File: src/rtl/scoreboard_pkg.sv
// rtl/scoreboard_pkg.sv - shared types and constants for the N-digit BCD scoreboard
package scoreboard_pkg;

    localparam int BCD_W = 4;

    typedef enum logic [1:0] {
        CLR_IDLE  = 2'd0,
        CLR_COUNT = 2'd1,
        CLR_FIRE  = 2'd2
    } clr_state_t;

    // Segment order {g,f,e,d,c,b,a}, active-high
    localparam logic [6:0] SEG_0     = 7'h3F;
    localparam logic [6:0] SEG_1     = 7'h06;
    localparam logic [6:0] SEG_2     = 7'h5B;
    localparam logic [6:0] SEG_3     = 7'h4F;
    localparam logic [6:0] SEG_4     = 7'h66;
    localparam logic [6:0] SEG_5     = 7'h6D;
    localparam logic [6:0] SEG_6     = 7'h7D;
    localparam logic [6:0] SEG_7     = 7'h07;
    localparam logic [6:0] SEG_8     = 7'h7F;
    localparam logic [6:0] SEG_9     = 7'h6F;
    localparam logic [6:0] SEG_BLANK = 7'h00;

endpackage

File: src/rtl/scoreboard_clr_seq.sv
// rtl/scoreboard_clr_seq.sv - timed multi-press clear sequencer with inter-press window
module scoreboard_clr_seq
    import scoreboard_pkg::*;
#(
    parameter int CLR_PRESS_COUNT  = 5,
    parameter int CLR_WINDOW_TICKS = 200
) (
    input  logic       clk,
    input  logic       reset,
    input  logic       tick_en,
    input  logic       clr_btn,
    output logic       clr_fire,
    output logic [3:0] clr_progress
);

    localparam logic [3:0]  PRESS_TARGET = 4'(CLR_PRESS_COUNT);
    localparam logic [15:0] WINDOW_LIMIT = 16'(CLR_WINDOW_TICKS);

    clr_state_t  state, state_nxt;
    logic [3:0]  progress, progress_nxt;
    logic [15:0] window, window_nxt;

    always_ff @(posedge clk or posedge reset) begin
        if (reset) begin
            state    <= CLR_IDLE;
            progress <= '0;
            window   <= '0;
        end else begin
            state    <= state_nxt;
            progress <= progress_nxt;
            window   <= window_nxt;
        end
    end

    always_comb begin
        state_nxt    = state;
        progress_nxt = progress;
        window_nxt   = window;
        if (tick_en) begin
            unique case (state)
                CLR_IDLE: begin
                    if (clr_btn) begin
                        progress_nxt = 4'd1;
                        window_nxt   = '0;
                        state_nxt    = (PRESS_TARGET == 4'd1) ? CLR_FIRE : CLR_COUNT;
                    end
                end
                CLR_COUNT: begin
                    if (clr_btn) begin
                        progress_nxt = progress + 4'd1;
                        window_nxt   = '0;
                        if (progress + 4'd1 == PRESS_TARGET)
                            state_nxt = CLR_FIRE;
                    end else if (window + 16'd1 == WINDOW_LIMIT) begin
                        // Gap between presses too long: abandon the sequence
                        progress_nxt = '0;
                        window_nxt   = '0;
                        state_nxt    = CLR_IDLE;
                    end else begin
                        window_nxt = window + 16'd1;
                    end
                end
                CLR_FIRE: begin
                    progress_nxt = '0;
                    window_nxt   = '0;
                    state_nxt    = CLR_IDLE;
                end
                default: begin
                    progress_nxt = '0;
                    window_nxt   = '0;
                    state_nxt    = CLR_IDLE;
                end
            endcase
        end
    end

    always_comb begin
        clr_fire     = (state == CLR_FIRE);
        clr_progress = progress;
    end

endmodule

File: src/rtl/sseg_encoder.sv
// rtl/sseg_encoder.sv - single BCD digit to active-high 7-segment pattern
module sseg_encoder
    import scoreboard_pkg::*;
(
    input  logic [BCD_W-1:0] digit,
    output logic [6:0]       seg
);

    always_comb begin
        case (digit)
            4'd0:    seg = SEG_0;
            4'd1:    seg = SEG_1;
            4'd2:    seg = SEG_2;
            4'd3:    seg = SEG_3;
            4'd4:    seg = SEG_4;
            4'd5:    seg = SEG_5;
            4'd6:    seg = SEG_6;
            4'd7:    seg = SEG_7;
            4'd8:    seg = SEG_8;
            4'd9:    seg = SEG_9;
            default: seg = SEG_BLANK;
        endcase
    end

endmodule

File: src/rtl/bcd_scoreboard_ndigit.sv
// rtl/bcd_scoreboard_ndigit.sv - N-digit BCD scoreboard; optional SCOREBOARD_LEADING_ZERO_BLANK_EN blanks leading zeros
module bcd_scoreboard_ndigit
    import scoreboard_pkg::*;
#(
    parameter int NUM_DIGITS       = 2,
    parameter int WRAP_MODE        = 0,
    parameter int CLR_PRESS_COUNT  = 5,
    parameter int CLR_WINDOW_TICKS = 200,
    parameter int SEG_POLARITY     = 1
) (
    input  logic                        clk,
    input  logic                        reset,
    input  logic                        tick_en,
    input  logic                        incr,
    input  logic                        decr,
    input  logic [1:0]                  incr_amt,
    input  logic                        clr_btn,
    output logic [BCD_W*NUM_DIGITS-1:0] bcd_out,
    output logic [7*NUM_DIGITS-1:0]     sseg_out,
    output logic [3:0]                  clr_progress,
    output logic                        ovf,
    output logic                        unf
);

    localparam int SW = BCD_W * NUM_DIGITS;
    localparam logic [SW-1:0] MAX_SCORE = {NUM_DIGITS{4'd9}};

    logic [SW-1:0] score, score_nxt, inc_sum, dec_diff;
    logic          inc_carry, dec_borrow, ovf_nxt, unf_nxt, clr_fire;
    logic [4:0]    add_s;
    logic [3:0]    add_c;
    logic [3:0]    dig;

    scoreboard_clr_seq #(
        .CLR_PRESS_COUNT  (CLR_PRESS_COUNT),
        .CLR_WINDOW_TICKS (CLR_WINDOW_TICKS)
    ) u_clr_seq (
        .clk          (clk),
        .reset        (reset),
        .tick_en      (tick_en),
        .clr_btn      (clr_btn),
        .clr_fire     (clr_fire),
        .clr_progress (clr_progress)
    );

    // Ripple-carry BCD add of 1..3; the final carry is the overflow
    always_comb begin
        add_s   = '0;
        add_c   = (incr_amt == 2'd0) ? 4'd1 : {2'b00, incr_amt};
        inc_sum = '0;
        for (int i = 0; i < NUM_DIGITS; i++) begin
            add_s = {1'b0, score[i*BCD_W +: BCD_W]} + {1'b0, add_c};
            if (add_s >= 5'd10) begin
                inc_sum[i*BCD_W +: BCD_W] = 4'(add_s - 5'd10);
                add_c = 4'd1;
            end else begin
                inc_sum[i*BCD_W +: BCD_W] = add_s[3:0];
                add_c = 4'd0;
            end
        end
        inc_carry = (add_c != 4'd0);
    end

    // Borrow out of the top digit means the score was zero; result is then all nines
    always_comb begin
        dig        = '0;
        dec_borrow = 1'b1;
        dec_diff   = '0;
        for (int i = 0; i < NUM_DIGITS; i++) begin
            dig = score[i*BCD_W +: BCD_W];
            if (!dec_borrow) begin
                dec_diff[i*BCD_W +: BCD_W] = dig;
            end else if (dig == 4'd0) begin
                dec_diff[i*BCD_W +: BCD_W] = 4'd9;
            end else begin
                dec_diff[i*BCD_W +: BCD_W] = dig - 4'd1;
                dec_borrow = 1'b0;
            end
        end
    end

    always_comb begin
        score_nxt = score;
        ovf_nxt   = 1'b0;
        unf_nxt   = 1'b0;
        if (tick_en) begin
            if (clr_fire) begin
                score_nxt = '0;
            end else if (incr && !decr) begin
                ovf_nxt   = inc_carry;
                score_nxt = (inc_carry && WRAP_MODE == 0) ? MAX_SCORE : inc_sum;
            end else if (decr && !incr) begin
                unf_nxt   = dec_borrow;
                score_nxt = (dec_borrow && WRAP_MODE == 0) ? '0 : dec_diff;
            end
        end
    end

    always_ff @(posedge clk or posedge reset) begin
        if (reset) begin
            score <= '0;
            ovf   <= 1'b0;
            unf   <= 1'b0;
        end else begin
            score <= score_nxt;
            ovf   <= ovf_nxt;
            unf   <= unf_nxt;
        end
    end

    assign bcd_out = score;

    logic [NUM_DIGITS-1:0] blank;

`ifdef SCOREBOARD_LEADING_ZERO_BLANK_EN
    logic lead_zero;
    always_comb begin
        blank     = '0;
        lead_zero = 1'b1;
        for (int i = NUM_DIGITS - 1; i > 0; i--) begin
            lead_zero = lead_zero && (score[i*BCD_W +: BCD_W] == 4'd0);
            blank[i]  = lead_zero;
        end
    end
`else
    always_comb begin
        blank = '0;
    end
`endif

    genvar g;
    generate
        for (g = 0; g < NUM_DIGITS; g++) begin : g_digit
            logic [6:0] raw_seg, on_seg;
            sseg_encoder u_enc (
                .digit (score[g*BCD_W +: BCD_W]),
                .seg   (raw_seg)
            );
            assign on_seg = blank[g] ? SEG_BLANK : raw_seg;
            assign sseg_out[g*7 +: 7] = (SEG_POLARITY != 0) ? on_seg : ~on_seg;
        end
    endgenerate

endmodule

File: config.mk
export PLATFORM = sky130hd
export DESIGN_NAME = bcd_scoreboard_ndigit
export DESIGN_NICKNAME = d
export VERILOG_FILES = /design/src/rtl/scoreboard_pkg.sv /design/src/rtl/scoreboard_clr_seq.sv /design/src/rtl/sseg_encoder.sv /design/src/rtl/bcd_scoreboard_ndigit.sv
export SDC_FILE = /design/constraint.sdc
export NUM_CORES = 1
export LEC_CHECK = 0
export ABC_AREA = 1
export BUFFER_PORTS_ARGS = -buffer_cell sky130_fd_sc_hd__buf_2
export CAP_MARGIN = 40
export CORE_ASPECT_RATIO = 1.25
export CORE_MARGIN = 3
export CORE_UTILIZATION = 35
export DETAILED_ROUTE_END_ITERATION = 12
export GPL_TIMING_DRIVEN = 0
export RECOVER_POWER = 25
export SYNTH_ARGS = -nofsm -noshare
export SYNTH_HDL_FRONTEND = slang
export SYNTH_SLANG_ARGS = --single-unit
File: constraint.sdc
create_clock -name clk -period 4.01 [get_ports clk]
set_clock_uncertainty 0.2 [all_clocks]
set_input_delay 0.401 -clock clk [delete_from_list [all_inputs] [get_ports clk]]
set_output_delay 0.401 -clock clk [all_outputs]
set_load 0.05 [all_outputs]
## Word-level counts from Yosys, hierarchy flattened

Memory sizes are Yosys's and may differ from the RTL's.
Index checks and enable logic that the tools add are counted.

- Register bits: 32
- Memory bits (read-only): 224
- Output and inout port bits: 28
- Logic and storage cells: 78
- Memories: 2

Memory list:

| memory | words | bits a word | read ports | clocked after memory_dff | write ports | RTL line | RTL |
|---|---|---|---|---|---|---|---|
| (no name shown) | 16 | 7 | 1 | 0 | 0 | sseg_encoder.sv:10 | `case (digit)` |
| (no name shown) | 16 | 7 | 1 | 0 | 0 | sseg_encoder.sv:10 |  |

- Add/sub/neg operators: 8
- $lt $le $gt $ge: 2
- Equality and inequality tests: 7
- Mux-type cells: 36
- Reductions and logical operators: 16

Operators by type and width:

| operator | number |
|---|---|
| 2-to-1 mux 16 bit | 3 |
| 2-to-1 mux 8 bit | 5 |
| 2-to-1 mux 4 bit | 8 |
| case mux 16 bit (2 select lines) | 1 |
| adder 16 x 1 -> 16 bit (second input constant) | 1 |
| == test 16 x 8 -> 1 bit (second input constant) | 1 |
| 2-to-1 mux 1 bit | 12 |
| greater-or-equal comparator 5 x 4 -> 1 bit (second input constant) | 2 |
| 2-to-1 mux 2 bit | 5 |
| logical NOT 4 bit | 2 |
| case mux 4 bit (2 select lines) | 1 |
| nonzero test 4 bit | 2 |
| subtractor 4 x 1 -> 4 bit (second input constant) | 2 |
| subtractor 4 bit (second input constant) | 2 |
| inequality test 3 x 2 -> 1 bit (second input constant) | 2 |
| AND reduction 3 bit | 2 |
| adder 4 x 1 -> 5 bit | 1 |
| adder 4 x 2 -> 5 bit | 1 |
| adder 4 x 1 -> 4 bit (second input constant) | 1 |
| == test 4 x 3 -> 1 bit (second input constant) | 1 |
| logical NOT 2 bit | 2 |
| case mux 2 bit (2 select lines) | 1 |
| AND reduction 2 bit | 2 |
| AND reduction 4 bit | 1 |
| 6 further kinds | 8 |

## Logic depth before layout (Yosys ltp)

- Depth in word-level cells: 12
- Mapped depth: 21
- Gate-level depth less buffers: 21

## By module

From an unflattened synthesis, not the netlist that was laid out.

- Cell total of the unflattened synthesis: 432
- Area, all modules: 2820.2 um^2

Modules (own cells, without submodules):

| module | times used | cells an instance | area each (um^2) | seq. area each (um^2) |
|---|---|---|---|---|
| scoreboard_clr_seq | 1 | 209 | 1466.4 | 550.5 |
| bcd_scoreboard_ndigit | 1 | 145 | 933.4 | 250.2 |
| sseg_encoder | 2 | 39 | 210.2 | 0.0 |

## Worst setup path after synthesis

No wires, ideal clock.

- Path type: flip-flop to flip-flop
- Start: register score[0] (netlist: bcd_out[0])
- End: register score[7] (netlist: bcd_out[7])
- Arrival time: 3341 ps
- Required time: 3680 ps
- Setup slack: 338 ps
- Cell stages (with the launch flop): 19
- Path buffers: 0
- Period minus slack after synthesis: 3672 ps
- Path through: dfrtp_1 > ha_1 > fa_1 > xor2_1 > inv_1 > ha_1 > inv_1 > o21ai_0 > nand2_1 > ha_1 > ha_1 > xnor2_1 > nand2_1 > nand2_1 > nand2_1 > nor2_1 > inv_1 > o211ai_1 > o21ai_0

- Word-level cells in the longest chain between the ends: 10
- Elaborated cells on any way between the ends: 19

Ends and longest elaborated chain:

| what | RTL line | RTL |
|---|---|---|
| start: declaration | bcd_scoreboard_ndigit.sv:28 | `logic [SW-1:0] score, score_nxt, inc_sum, dec_diff;` |
| start signal: assignment | bcd_scoreboard_ndigit.sv:105 | `score <= score_nxt;` |
| adder 4 x 2 -> 5 bit | bcd_scoreboard_ndigit.sv:52 | `add_s = {1'b0, score[i*BCD_W +: BCD_W]} + {1'b0, add_c};` |
| greater-or-equal comparator 5 x 4 -> 1 bit | bcd_scoreboard_ndigit.sv:53 | `if (add_s >= 5'd10) begin` |
| 2-to-1 mux 1 bit | bcd_scoreboard_ndigit.sv:53 |  |
| adder 4 x 1 -> 5 bit | bcd_scoreboard_ndigit.sv:52 |  |
| greater-or-equal comparator 5 x 4 -> 1 bit | bcd_scoreboard_ndigit.sv:53 |  |
| 2-to-1 mux 1 bit | bcd_scoreboard_ndigit.sv:53 |  |
| nonzero test 4 bit | bcd_scoreboard_ndigit.sv:61 | `inc_carry = (add_c != 4'd0);` |
| 2-to-1 mux 8 bit | bcd_scoreboard_ndigit.sv:91 | `score_nxt = (inc_carry && WRAP_MODE == 0) ? MAX_SCORE : inc_sum;` |
| 2-to-1 mux 8 bit | bcd_scoreboard_ndigit.sv:89 | `end else if (incr && !decr) begin` |
| 2-to-1 mux 8 bit | bcd_scoreboard_ndigit.sv:87 | `if (clr_fire) begin` |

Several ways; a longest one is shown, not always the timed one. The select of a mux whose other input is x is not followed.
A chain may end at the register's enable or synchronous reset.

## Final worst setup path

- Start: register score[0] (netlist: bcd_out[0])
- End: register score[0] (netlist: bcd_out[0])

- Word-level cells in the longest chain between the ends: 10
- Elaborated cells on any way between the ends: 19

Ends and longest elaborated chain:

| what | RTL line |
|---|---|
| adder 4 x 2 -> 5 bit | bcd_scoreboard_ndigit.sv:52 |
| greater-or-equal comparator 5 x 4 -> 1 bit | bcd_scoreboard_ndigit.sv:53 |
| 2-to-1 mux 1 bit | bcd_scoreboard_ndigit.sv:53 |
| adder 4 x 1 -> 5 bit | bcd_scoreboard_ndigit.sv:52 |
| greater-or-equal comparator 5 x 4 -> 1 bit | bcd_scoreboard_ndigit.sv:53 |
| 2-to-1 mux 1 bit | bcd_scoreboard_ndigit.sv:53 |
| nonzero test 4 bit | bcd_scoreboard_ndigit.sv:61 |
| 2-to-1 mux 8 bit | bcd_scoreboard_ndigit.sv:91 |
| 2-to-1 mux 8 bit * | bcd_scoreboard_ndigit.sv:89 |
| 2-to-1 mux 8 bit * | bcd_scoreboard_ndigit.sv:87 |

Every way passes the cells marked *; elsewhere a longest branch is shown, timed or not. The select of a mux whose other input is x is not followed.

==> results_dict.tcl <==
set metrics [dict create \
    slowest_delay_ns 0.48 \
    fin_area_mm2 0.003082 \
    synth_top_area_share_pct 29.80 \
    htreeDepth 2 \
    synth_top_family_by_area "simple AND/OR/NAND/NOR gates" \
    tritoncts "done" \
    finalHoldViolCount 0 \
    syn_area_mm2 0.002688 \
    r2r_start "bcd_out[0]$_DFFE_PP0P_" \
    die_x_um 84.38 \
    port_buffers 35 \
    design.core.area_mm2 0.007401 \
    min_from "decr" \
    endpoint_kind "register" \
    diodes 0 \
    place_area_mm2 0.003005 \
    cp.arrival_ns 3.61 \
    ios 36 \
    cap_violations 0 \
    synthFlopType "dfrtp_1" \
    tightest_slew_ns 1.085 \
    required_ns 3.97 \
    cp-start-kind "register" \
    cp_slowest_cell "dfrtp_1" \
    outcome "complete, no violations" \
    p_leak_nw 1.510 \
    grt_pass1_wl_mm 11.09 \
    gp_congestion 0.8680 \
    rsz0062_at_grt "false" \
    slew_viol_final 0 \
    syn_inst 386 \
    dr.pass1.iters 4 \
    drc_errors 0 \
    whs_path_depth 3 \
    synth-adder-area-share_pct 10.06 \
    syn-mean-instance-area_um2 6.963 \
    worstPathCellList "ha_1 -> fa_1 -> xor2_1 -> inv_1 -> ha_1 -> inv_1 -> o21ai_1 -> nand2_1 -> ha_1 -> ha_1 -> xnor2_1 -> nand2_1 -> nand2_1 -> nand2_1 -> nor2_2 -> inv_1 -> o221ai_1 -> o21ai_0" \
    grt_max_degree 21 \
    ant_nets 0 \
    synth_xor_area_share_pct 2.607 \
    finalWirelength_mm 6.411 \
    cp.buffers_inverters 3 \
    period_needed_ns 3.648 \
    path_max_fanout 7 \
    relSlewSlack_pct 27.64 \
    synth_compound_area_share_pct 14.25 \
    final.period_utilization_pct 90.98 \
    fillCellCount 762 \
    dieArea_mm2 0.008772 \
    r2r_end "bcd_out[0]$_DFFE_PP0P_" \
    synth_fp_nets 415 \
    dr_total_vias 2612 \
    drive_gt1_share_pct 15.55 \
    setup_violations 0 \
    drt_iter0_drc 97 \
    clkTransAtPathRegs_ns 0.07 \
    root_buffer "clkbuf_8" \
    ys_async_sr_fraction_pct 100.0 \
    clk_latency_ns 0.28 \
    synth.top_cells.by_count "nand2_1, inv_1, nor2_1, dfrtp_1, nand3_1" \
    dp_hpwl_mm 4.986 \
    hold-path-endpoint "unf$_DFF_PP0_" \
    synth_enable_flop_cells 0 \
    ys_warn_count 0 \
    reg2reg_depth 18 \
    crit_type "register to register" \
    peakVddDrop_uv 622.1 \
    ff2ff_setup_slack_ns 0.36 \
    timing.fmax_mhz 274.1 \
    synth-simple-area-share_pct 33.52 \
    syn_to_final_growth_pct 14.66 \
    synth_area_leader_cell "dfrtp_1" \
    grt_use_total_pct 14.98 \
    power_density_mw_per_mm2 786.3 \
    seq_area_frac_synth_pct 29.80 \
    synthMuxAreaShare_pct 0 \
    cts_buffer_depth 2 \
    ys_types 32 \
    rows 35 \
    synth-seq-cells 32 \
    vias_per_cell 4.994 \
    crit_family "adder cells" \
    yosysMostFrequentCell "nand2_1" \
    start_util_pct 36.31 \
    wl_per_cell_um 12.26 \
    cts_buffers 5 \
    hold_class "primary input to register" \
    tns_ns 0 \
    nNetsFinal 459 \
    grt-ovfl-total 0 \
    die_h_um 104.0 \
    cts_sinks 32 \
    yosys-top-cells-area "dfrtp_1, nand2_1, ha_1" \
    antenna_found_initial 0 \
    first_global_vias 2552 \
]
## registers in the layout, summed over array words and instances (netlist names)
register / count
u_clr_seq.state: 2
ovf: 1
unf: 1
u_clr_seq.clr_progress: 4
u_clr_seq.window: 16
bcd_out: 8
## layout by cell type (no fill, tap or decap), types with 2 or more instances in the layout
master,Yosys,final
a31oi_1,3,3
nor2_4,3,3
o22ai_2,10,10
buf_2,2,33
a21oi_1,4,4
nand2_4,3,3
xor2_1,6,6
nand2_1,111,111
clkbuf_8,0,6
o22ai_1,10,10
clkinv_1,2,2
nor2_2,4,5
o21ai_1,3,4
clkbuf_1,5,10
dfrtp_1,32,32
o21ai_0,17,16
inv_1,55,55
nand3_1,32,32
nor3_1,3,3
xnor2_1,2,2
nand4_1,7,7
ha_1,20,20
o211ai_1,3,3
nor2_1,40,39
clkinv_2,0,2
## per-stage QoR
stage / utilization (%) / power (mW) / setup slack, ns / cells / hold WS [ns]
CTS: 41.99 / 2.446 / 0.1817 / 523 / 0.1898
floorplan: - / 1.805 / 0.3385 / 386 / 0.2632
global route: 41.64 / 2.623 / 0.01305 / 523 / 0.2071
finish: 41.64 / 2.423 / 0.3616 / 523 / 0.2065
detailed placement: 40.61 / 2.179 / 0.1243 / 514 / 0.2880
global placement: 40.24 / 2.170 / 0.2332 / 513 / 0.2840
## cell type report
cell class	count	area (um^2)	share of cell area, %
inverters	57	214.0	6.943
flip-flops and latches	32	800.8	25.98
clock buffers	6	82.58	2.680
clock inverters	2	10.01	0.3248
multi-input cells	289	1627	52.78
plain buffers	8	48.80	1.583
well taps	92	115.1	3.735
repair buffers	37	183.9	5.968
## worst max-delay path by stage
stage                                 startpoint                endpoint  cells past startpoint
after floorplan           bcd_out[0]$_DFFE_PP0P_  bcd_out[7]$_DFFE_PP0P_                     18
after global placement               incr_amt[0]  bcd_out[0]$_DFFE_PP0P_                     21
after detailed placement             incr_amt[0]  bcd_out[0]$_DFFE_PP0P_                     21
after CTS                 bcd_out[0]$_DFFE_PP0P_  bcd_out[0]$_DFFE_PP0P_                     18
after global routing      bcd_out[0]$_DFFE_PP0P_  bcd_out[0]$_DFFE_PP0P_                     18
final                     bcd_out[0]$_DFFE_PP0P_  bcd_out[0]$_DFFE_PP0P_                     18
## logic make-up (layout without fill, tap and decap cells)
family | count (synthesis) | in the layout
adders and majority gates | 21 | 21
buffers and inverters | 65 | 110
xor gates and xnor gates | 8 | 8
AOI/OAI and AO/OA | 54 | 54
and+or+nand+nor | 206 | 206
DFF | 32 | 32
## routing by layer
metal / vias to the layer above / track usage, % / wire [um] / share of wire (%)
li1: 1349 / - / - / -
met5: - / 0 / 0 / 0
met2: 45 / 28.22 / 3357 / 52
met4: 0 / 5.430 / 141 / 2.2
met1: 1205 / 16.54 / 2731 / 43
met3: 13 / 2.536 / 180 / 2.8
## where the power goes
| part | internal, mW | switching, mW |
|---|---|---|
| registers | 0.387 | 0.100 |
| logic | 0.439 | 1.24 |
| clock network | 0.137 | 0.122 |
| total | 0.963 | 1.46 |
## worst reg2reg max path, stage by stage, from the launching register on
cell      delay (ns)
dfrtp_1         0.48
ha_1            0.26
fa_1            0.41
xor2_1          0.20
inv_1           0.07
ha_1            0.16
inv_1           0.05
o21ai_1         0.21
nand2_1         0.13
ha_1            0.22
ha_1            0.20
xnor2_1         0.19
nand2_1         0.08
nand2_1         0.07
nand2_1         0.07
nor2_2          0.15
inv_1           0.12
o221ai_1        0.16
o21ai_0         0.10
## timing repair
action	in CTS	in global routing
gates resized for setup	0	2
endpoints found under the setup margin	0	6
hold buffers	1	0
endpoints found under the hold margin	12	0
buffers inserted	0	0
No activity file was read; power rests on OpenSTA's default activity.
